**config.mk**
```make
export PLATFORM = sky130hd
export DESIGN_NAME = muldiv_unit
export DESIGN_NICKNAME = d
export VERILOG_FILES = /design/src/rtl/muldiv_unit.sv
export SDC_FILE = /design/constraint.sdc
export NUM_CORES = 1
export LEC_CHECK = 0
export ABC_CLOCK_PERIOD_IN_PS = 6500
export CAP_MARGIN = 30
export CORE_ASPECT_RATIO = 0.9
export CORE_UTILIZATION = 53
export DETAILED_ROUTE_END_ITERATION = 8
export PLACE_DENSITY_LB_ADDON = 0.2
export SLEW_MARGIN = 20
export SYNTH_ARGS = -nofsm -noshare
export SYNTH_HDL_FRONTEND = slang
export SYNTH_SLANG_ARGS = --single-unit
```
**constraint.sdc**
```tcl
create_clock -name clk -period 6.5 [get_ports clk]
set_clock_uncertainty 0.15 [all_clocks]
set_input_delay 1.3 -clock clk [delete_from_list [all_inputs] [get_ports clk]]
set_output_delay 1.3 -clock clk [all_outputs]
set_load 0.05 [all_outputs]
```
**src/rtl/muldiv_unit.sv**
```systemverilog
// Iterative multiply/divide unit: shift-add multiply and restoring divide into HI/LO,
// one iteration per cycle, with MTHI/MTLO writes accepted while idle.
module muldiv_unit #(
    parameter int WIDTH = 32
) (
    input  logic             clk,
    input  logic             rst,
    input  logic             start,
    input  logic [1:0]       op,
    input  logic [WIDTH-1:0] A,
    input  logic [WIDTH-1:0] B,
    input  logic             hi_we,
    input  logic             lo_we,
    input  logic [WIDTH-1:0] wdata,
    output logic             busy,
    output logic             done,
    output logic [WIDTH-1:0] hi,
    output logic [WIDTH-1:0] lo
);

    localparam int CW = $clog2(WIDTH);
    localparam logic [CW-1:0] LAST = CW'(WIDTH - 1);

    typedef enum logic [1:0] {
        S_IDLE,
        S_CALC,
        S_FIN
    } state_t;

    state_t             state, state_next;
    logic [CW-1:0]      count;
    logic [2*WIDTH-1:0] acc;
    logic [WIDTH-1:0]   mag_a, mag_b;
    logic               is_div, neg_q, neg_r, div_zero;

    logic               signed_in;
    logic [WIDTH-1:0]   abs_a_in, abs_b_in;
    logic [WIDTH:0]     mul_sum, div_shift, div_diff;
    logic [2*WIDTH-1:0] step_next, prod_fix;
    logic [WIDTH-1:0]   quo_fix, rem_fix;

    assign signed_in = ~op[0];
    assign abs_a_in  = (signed_in && A[WIDTH-1]) ? -A : A;
    assign abs_b_in  = (signed_in && B[WIDTH-1]) ? -B : B;
    assign busy      = (state != S_IDLE);

    always_ff @(posedge clk or posedge rst) begin
        if (rst) state <= S_IDLE;
        else     state <= state_next;
    end

    always_comb begin
        state_next = state;
        case (state)
            S_IDLE:  if (start) state_next = S_CALC;
            S_CALC:  if (count == LAST) state_next = S_FIN;
            S_FIN:   state_next = S_IDLE;
            default: state_next = S_IDLE;
        endcase
    end

    // acc holds {partial, multiplier} for multiply and {remainder, dividend/quotient} for divide
    always_comb begin
        mul_sum   = {1'b0, acc[2*WIDTH-1:WIDTH]} + {1'b0, (acc[0] ? mag_a : {WIDTH{1'b0}})};
        div_shift = {acc[2*WIDTH-1:WIDTH], acc[WIDTH-1]};
        div_diff  = div_shift - {1'b0, mag_b};
        if (is_div)
            step_next = div_diff[WIDTH] ? {div_shift[WIDTH-1:0], acc[WIDTH-2:0], 1'b0}
                                        : {div_diff[WIDTH-1:0], acc[WIDTH-2:0], 1'b1};
        else
            step_next = {mul_sum, acc[WIDTH-1:1]};
        prod_fix = neg_q ? -acc : acc;
        quo_fix  = neg_q ? -acc[WIDTH-1:0] : acc[WIDTH-1:0];
        rem_fix  = neg_r ? -acc[2*WIDTH-1:WIDTH] : acc[2*WIDTH-1:WIDTH];
    end

    always_ff @(posedge clk or posedge rst) begin
        if (rst) begin
            count    <= '0;
            acc      <= '0;
            mag_a    <= '0;
            mag_b    <= '0;
            is_div   <= 1'b0;
            neg_q    <= 1'b0;
            neg_r    <= 1'b0;
            div_zero <= 1'b0;
            hi       <= '0;
            lo       <= '0;
            done     <= 1'b0;
        end else begin
            done <= 1'b0;
            case (state)
                S_IDLE: begin
                    if (start) begin
                        count    <= '0;
                        is_div   <= op[1];
                        neg_q    <= signed_in & (A[WIDTH-1] ^ B[WIDTH-1]);
                        neg_r    <= signed_in & A[WIDTH-1] & op[1];
                        div_zero <= (B == '0);
                        mag_b    <= abs_b_in;
                        // divide never uses mag_a as an addend, so it keeps raw A for the B==0 case
                        mag_a    <= op[1] ? A : abs_a_in;
                        acc      <= {{WIDTH{1'b0}}, (op[1] ? abs_a_in : abs_b_in)};
                    end else begin
                        if (hi_we) hi <= wdata;
                        if (lo_we) lo <= wdata;
                    end
                end
                S_CALC: begin
                    acc <= step_next;
                    if (count != LAST) count <= count + 1'b1;
                end
                S_FIN: begin
                    done <= 1'b1;
                    if (!is_div) begin
                        hi <= prod_fix[2*WIDTH-1:WIDTH];
                        lo <= prod_fix[WIDTH-1:0];
                    end else if (div_zero) begin
                        hi <= mag_a;
                        lo <= '1;
                    end else begin
                        hi <= rem_fix;
                        lo <= quo_fix;
                    end
                end
                default: ;
            endcase
        end
    end

endmodule

```
==> results.sh, run 1 <==
export IMPL_cts_max_level=1
export IMPL_gpl_final_weighted_congestion=0.983
export IMPL_postCtsSetupBuffers=0
export IMPL_worstMarginPinSlew_ns=0.950
export IMPL_syn_to_final_growth_pct=15.4
export IMPL_die_h_um=172
export IMPL_hold_slack_ns=0.330
export IMPL_final_common_cell="nand2_1"
export IMPL_die_w_um=191
export IMPL_fin_nets=2408
export IMPL_wl_per_cell_um=23.0
export IMPL_max_stage_delay_ns=0.72
export IMPL_synthCells=2159
export IMPL_synth_edf_count=0
export IMPL_synth_seq_cells=204
export IMPL_final_hold_viol_count=0
export IMPL_diodes=0
export IMPL_synth_top_area_share_pct=30.1
export IMPL_track_usage_pct=36.8
export IMPL_powerDensity_mw_per_mm2=603
export IMPL_wl_um=61000
export IMPL_peakVddDrop_mv=0.518
export IMPL_port_buffers=168
export IMPL_vias_per_cell=6.38
export IMPL_start_util_pct=54.4
export IMPL_crit_path_max_fanout=27
export IMPL_final_period_utilization_pct=66.9
export IMPL_holdPathStages=2
export IMPL_cts_sinks=204
export IMPL_worst_path_buf_inv=2
export IMPL_max_slew_margin_pct=36.7
export IMPL_multi_input_area_mm2=0.0111
export IMPL_firstDrtPassIters=6
export IMPL_period_needed_ns=4.35
export IMPL_num_vias=16942
export IMPL_crit_path_frequent_cell="a21oi_1"
export IMPL_maxCapViolCount=0
export IMPL_drc=0
export IMPL_path_clk_slew_ns=0.06
export IMPL_required_ns=6.74
export IMPL_status="completed"
export IMPL_grt_max_degree=150
export IMPL_synth_cell_types=71
export IMPL_numCtsBuffers=23
export IMPL_critPathTopFamily="compound AO/OA/AOI/OAI gates"
export IMPL_synth_area_leader_cell="dfrtp_1"
export IMPL_drt_iter0_drc=1695
export IMPL_syn_avg_cell_area_um2=7.86
export IMPL_cp_end_kind="flip-flop"
export IMPL_worstRegToRegCells=13
export IMPL_clock_fmax_mhz=230
export IMPL_final_cell_mix="nand2_1 (281), o21ai_0 (228), dfrtp_1 (203), clkdlybuf4s50_1 (167), nor2_1 (156)"
export IMPL_clk_insertion_delay_late_ns=0.54
export IMPL_ctsResizeCount=0
export IMPL_synth_warnings=0
export IMPL_final_max_slew_violation_count=0
export IMPL_crit_arrival_ns=4.59
export IMPL_crit_type="flip-flop to flip-flop"
export IMPL_syn_num_nets=2334
export IMPL_rsz0062_at_grt="false"
export IMPL_antenna_found_initial=3
export IMPL_slowest_stage="xor2_4"
export IMPL_core_mm2=0.0312
export IMPL_root_buffer="clkbuf_16"
export IMPL_path_cells="inv_1 > ha_1 > fa_1 > nand2b_1 > a21oi_1 > o211ai_1 > nand2_1 > o22ai_1 > a21oi_1 > xor2_4 > buf_4 > mux2i_1 > o221ai_1"
export IMPL_die_area_mm2=0.0327
export IMPL_grt_pass1_vias=15678
export IMPL_dp_hpwl_um=46900
export IMPL_yosys_top_cells_area="dfrtp_1 (30%), xnor2_1 (7.4%), o21ai_0 (6.7%), nand2_1 (6.2%), ha_1 (5.2%)"
export IMPL_grt_first_pass_wirelength_um=91300
export IMPL_startpoint_type="flip-flop"
export IMPL_ant_nets=0
export IMPL_grt_overflow=0
export IMPL_drive_gt1_share_pct=4.23
export IMPL_setup_viol=0
export IMPL_mappedNetlistArea_mm2=0.0170
export IMPL_ios=169
export IMPL_cts_tree="yes"
export IMPL_async_flop_share_pct=100
export IMPL_hold_path_class="flip-flop to flip-flop"
export IMPL_nFillCells=2814
export IMPL_ys_seq_area_share_pct=30.1
export IMPL_synth_ff_type="dfrtp_1"
export IMPL_cts_buffer_depth=3
export IMPL_layout_area_seq_mm2=0.00511
export IMPL_power_leakage_nw=8.06
export IMPL_cts_hold_buf=0
export IMPL_path_depth=13
export IMPL_rows=61
export IMPL_setup_tns_ns=0
## worst min-delay path, stage by stage, from the launching register on
cell and delay (ns):
dfrtp_1 0.34, nand2_1 0.04, o21ai_0 0.06
## flip-flops by register name (all words and copies together), names as in the netlist
| signal | cells |
|---|---|
| acc | 64 |
| count | 5 |
| div_zero | 1 |
| done | 1 |
| hi | 32 |
| is_div | 1 |
| lo | 32 |
| mag_a | 32 |
| mag_b | 32 |
| neg_q | 1 |
| neg_r | 1 |
| state | 2 |
## cell usage after synthesis (all sizes together) (31+ instances only)
| cell | n |
|---|---|
| nand2 | 281 |
| o21ai | 234 |
| dfrtp | 204 |
| nor2 | 158 |
| a21oi | 155 |
| xnor2 | 143 |
| clkbuf | 123 |
| mux2i | 73 |
| ha | 70 |
| inv | 69 |
| xor2 | 63 |
| and2 | 55 |
| o22ai | 44 |
| a211oi | 36 |
| a21o | 33 |
| nor3 | 32 |
| nand3 | 31 |
## cells by family (layout without fill, tap and decap cells)
kind of cell | after synthesis | in the layout | synth area share [%]
AND/OR/NAND/NOR | 692 | 692 | 19.3
buffers and inverters | 214 | 300 | 4.85
adder cells (fa/ha/maj) | 72 | 72 | 5.40
multiplexers | 77 | 77 | 4.57
flip-flops | 204 | 204 | 30.1
XOR/XNOR | 206 | 206 | 10.6
AO/OA/AOI/OAI | 694 | 694 | 25.2
## through the flow
step	worst slack [ns]	total power, mW	util, %	std cells	area [um^2]
2_1_floorplan	2.41	8.09	-	2159	17000
3_3_place_gp	1.92	10.2	60.3	2615	18800
3_5_place_dp	1.81	10.3	60.4	2616	18800
4_1_cts	2.20	11.6	62.7	2653	19600
5_1_grt	1.84	12.6	62.8	2654	19600
6_report	2.15	11.8	62.8	2654	19600
## cell type report
class                   count  share of cell area [%]
flip-flops and latches    204                    26.1
multi-input cells        1741                    56.5
repair buffers            194                    9.76
inverters                  69                    1.34
clock buffers              32                    3.31
clock inverters             5                   0.364
well taps                 409                    2.61
## per-layer routing
| layer | global-route usage (%) | vias to the layer above | share of wire [%] | routed length, um |
|---|---|---|---|---|
| met1 | 49.0 | 8110 | 42 | 25400 |
| li1 | - | 7887 | - | - |
| met2 | 56.3 | 788 | 44 | 27000 |
| met5 | 0 | - | 0.020 | 12 |
| met3 | 10.3 | 155 | 9.8 | 5960 |
| met4 | 14.6 | 2 | 4.3 | 2610 |
## report_power, final
part	switching, mW	internal, mW	leakage, nW
Sequential	1.00	1.90	2.48
Clock	0.567	0.738	0.351
Combinational	4.60	3.01	5.23
Total	6.16	5.65	8.06
## path summary, 6_finish.rpt
kind | slack (ns) | to | startpoint
setup / recovery | 2.15 | acc[42]$_DFFE_PP0P_ | acc[31]$_DFFE_PP0P_
hold / removal | 0.33 | lo[26]$_DFFE_PP0P_ | lo[26]$_DFFE_PP0P_
hold reg to reg | 0.33 | lo[26]$_DFFE_PP0P_ | lo[26]$_DFFE_PP0P_
setup reg to reg | 2.15 | acc[42]$_DFFE_PP0P_ | acc[31]$_DFFE_PP0P_
max in group asynchronous | 4.29 | mag_b[12]$_DFFE_PP0P_ | rst
min in group asynchronous | 1.13 | lo[26]$_DFFE_PP0P_ | rst
(Power assumes the default switching activity.)
==> run 2, diff against run 1 <==
Settings changed: ABC_CLOCK_PERIOD_IN_PS 6500 to 3700.
Clock period 6.5 ns to 3.7 ns, I/O delays scaled along.
==> run 2 against run 1 <==
Net effect: setup slack got worse by 2.0 ns; design area up 6.0%; clock power grew 80%; via count increased by 4.4%; power increased by 87%; sequential cell count stayed put; largest cell class unchanged; sequential power increased by 58%.
==> results.sh, run 2 (same netlist as run 1, synthesis figures left out) <==
export IMPL_status="completed"
export IMPL_peakVddDrop_mv=1.29
export IMPL_hold_path_class="flip-flop to flip-flop"
export IMPL_grt_max_degree=84
export IMPL_startpoint_type="flip-flop"
export IMPL_root_buffer="clkbuf_16"
export IMPL_final_core_util_pct=66.6
export IMPL_final_period_utilization_pct=95.4
export IMPL_path_clk_slew_ns=0.06
export IMPL_vias_per_cell=6.32
export IMPL_grt_first_pass_wirelength_um=97800
export IMPL_hold_slack_ns=0.328
export IMPL_rows=61
export IMPL_final_max_slew_violation_count=0
export IMPL_cp_end_kind="flip-flop"
export IMPL_cts_buffer_depth=3
export IMPL_dp_hpwl_um=50900
export IMPL_crit_path_max_fanout=6
export IMPL_required_ns=3.97
export IMPL_crit_type="flip-flop to flip-flop"
export IMPL_grt_pass1_vias=16481
export IMPL_power_leakage_nw=8.80
export IMPL_clk_insertion_delay_late_ns=0.55
export IMPL_syn_to_final_growth_pct=22.4
export IMPL_ant_nets=0
export IMPL_cts_max_level=1
export IMPL_numCtsBuffers=23
export IMPL_stdcell_area_mm2=0.0208
export IMPL_setup_viol=0
export IMPL_drc=0
export IMPL_holdPathStages=2
export IMPL_period_needed_ns=3.53
export IMPL_wl_per_cell_um=23.1
export IMPL_r2r_end="hi[18]$_DFFE_PP0P_"
export IMPL_gpl_final_weighted_congestion=1.01
export IMPL_track_usage_pct=39.3
export IMPL_hp_start="mag_b[6]$_DFFE_PP0P_"
export IMPL_crit_arrival_ns=3.80
export IMPL_postCtsSetupBuffers=0
export IMPL_start_util_pct=54.4
export IMPL_powerDensity_mw_per_mm2=1060
export IMPL_nFillCells=2648
export IMPL_largest_register_ffs=64
export IMPL_setup_tns_ns=0
export IMPL_cts_tree="yes"
export IMPL_wl_um=64500
export IMPL_ios=169
export IMPL_rsz0062_at_grt="false"
export IMPL_port_buffers=168
export IMPL_drt_iter0_drc=1996
export IMPL_num_vias=17683
export IMPL_die_area_mm2=0.0327
export IMPL_place_area_mm2=0.0200
export IMPL_top_register="acc"
export IMPL_grt_overflow=0
export IMPL_firstDrtPassIters=8
export IMPL_worstRegToRegCells=10
export IMPL_final_common_cell="nand2_1"
export IMPL_cts_sinks=204
export IMPL_die_w_um=191
export IMPL_antenna_found_initial=1
export IMPL_drive_gt1_share_pct=10.2
export IMPL_maxCapViolCount=0
export IMPL_rr_startpoint="acc[32]$_DFFE_PP0P_"
export IMPL_die_h_um=172
export IMPL_final_hold_viol_count=0
export IMPL_core_mm2=0.0312
export IMPL_final_cell_mix="nand2_1 (281), o21ai_0 (225), dfrtp_1 (203), clkdlybuf4s50_1 (167), buf_4 (162)"
export IMPL_r2r_slack_ns=0.17
export IMPL_holdPathEnd="mag_b[6]$_DFFE_PP0P_"
export IMPL_fin_nets=2551
export IMPL_clock_fmax_mhz=283
export IMPL_max_slew_margin_pct=50.3
export IMPL_diodes=0
export IMPL_worstMarginPinSlew_ns=0.742
run 2: cell count changes in the layout (fill, tap and decap cells not counted), sizes merged:
| cell | delta |
|---|---|
| buf | +143 |
| bufinv | +1 |
| clkinv | +1 |
| clkinvlp | -1 |
run 2: layout make-up:
cell class / count / area (um^2) / area share (%)
multi-input combinational: 1741 / 11100 / 53.5
sequential: 204 / 5110 / 24.6
timing repair buffer: 337 / 3030 / 14.6
clock buffer: 32 / 649 / 3.13
tap: 409 / 512 / 2.46
inverter: 69 / 263 / 1.26
clock inverter: 6 / 101 / 0.488
run 2: report_power, final:
part | internal [mW] | switching, mW
registers | 3.35 | 1.24
logic | 6.11 | 9.04
clock network | 1.37 | 0.977
total | 10.8 | 11.3
run 2: repair_timing:
action,in CTS,in global routing
gates resized for setup,1,9
hold buffers,0,0
endpoints found under the setup margin,1,21
endpoints found under the hold margin,0,0
pin swaps,0,1
run 2: how the worst max path moves through the flow:
stage | startpoint | slack (ns) | end
final | acc[32]$_DFFE_PP0P_ | 0.17 | hi[18]$_DFFE_PP0P_
after global routing | acc[0]$_DFFE_PP0P_ | 0.006 | acc[57]$_DFFE_PP0P_
after CTS | acc[0]$_DFFE_PP0P_ | 0.09 | acc[61]$_DFFE_PP0P_
after detailed placement | B[13] | 0.0006 | acc[21]$_DFFE_PP0P_
after global placement | B[13] | 0.03 | acc[21]$_DFFE_PP0P_
after floorplan | acc[0]$_DFFE_PP0P_ | 0.05 | acc[61]$_DFFE_PP0P_
run 2: stage by stage:
stage / std cells / worst slack [ns] / total power, mW
2_1_floorplan: 2159 / 0.0476 / 14.2
3_3_place_gp: 2760 / 0.0251 / 19.0
3_5_place_dp: 2760 / 0.000565 / 19.3
4_1_cts: 2798 / 0.0925 / 21.7
5_1_grt: 2798 / 0.00645 / 23.5
6_report: 2798 / 0.171 / 22.1
run 2: metal layers:
| layer | up-vias | global-route usage, % | wire length, um |
|---|---|---|---|
| met4 | 2 | 16.1 | 2940 |
| li1 | 8153 | - | - |
| met1 | 8513 | 54.9 | 27600 |
| met3 | 155 | 7.08 | 5790 |
| met2 | 860 | 59.7 | 28100 |
| met5 | - | 0 | 17 |
run 2: worst max-delay path, stage by stage (launching register included):
cell,delay (ns)
dfrtp_1,0.44
inv_1,0.11
ha_1,0.21
or3b_1,0.45
or4b_4,0.57
or3_1,0.34
or3_1,0.38
o21ai_0,0.22
xnor2_1,0.08
o21ai_0,0.32
o21ai_0,0.12
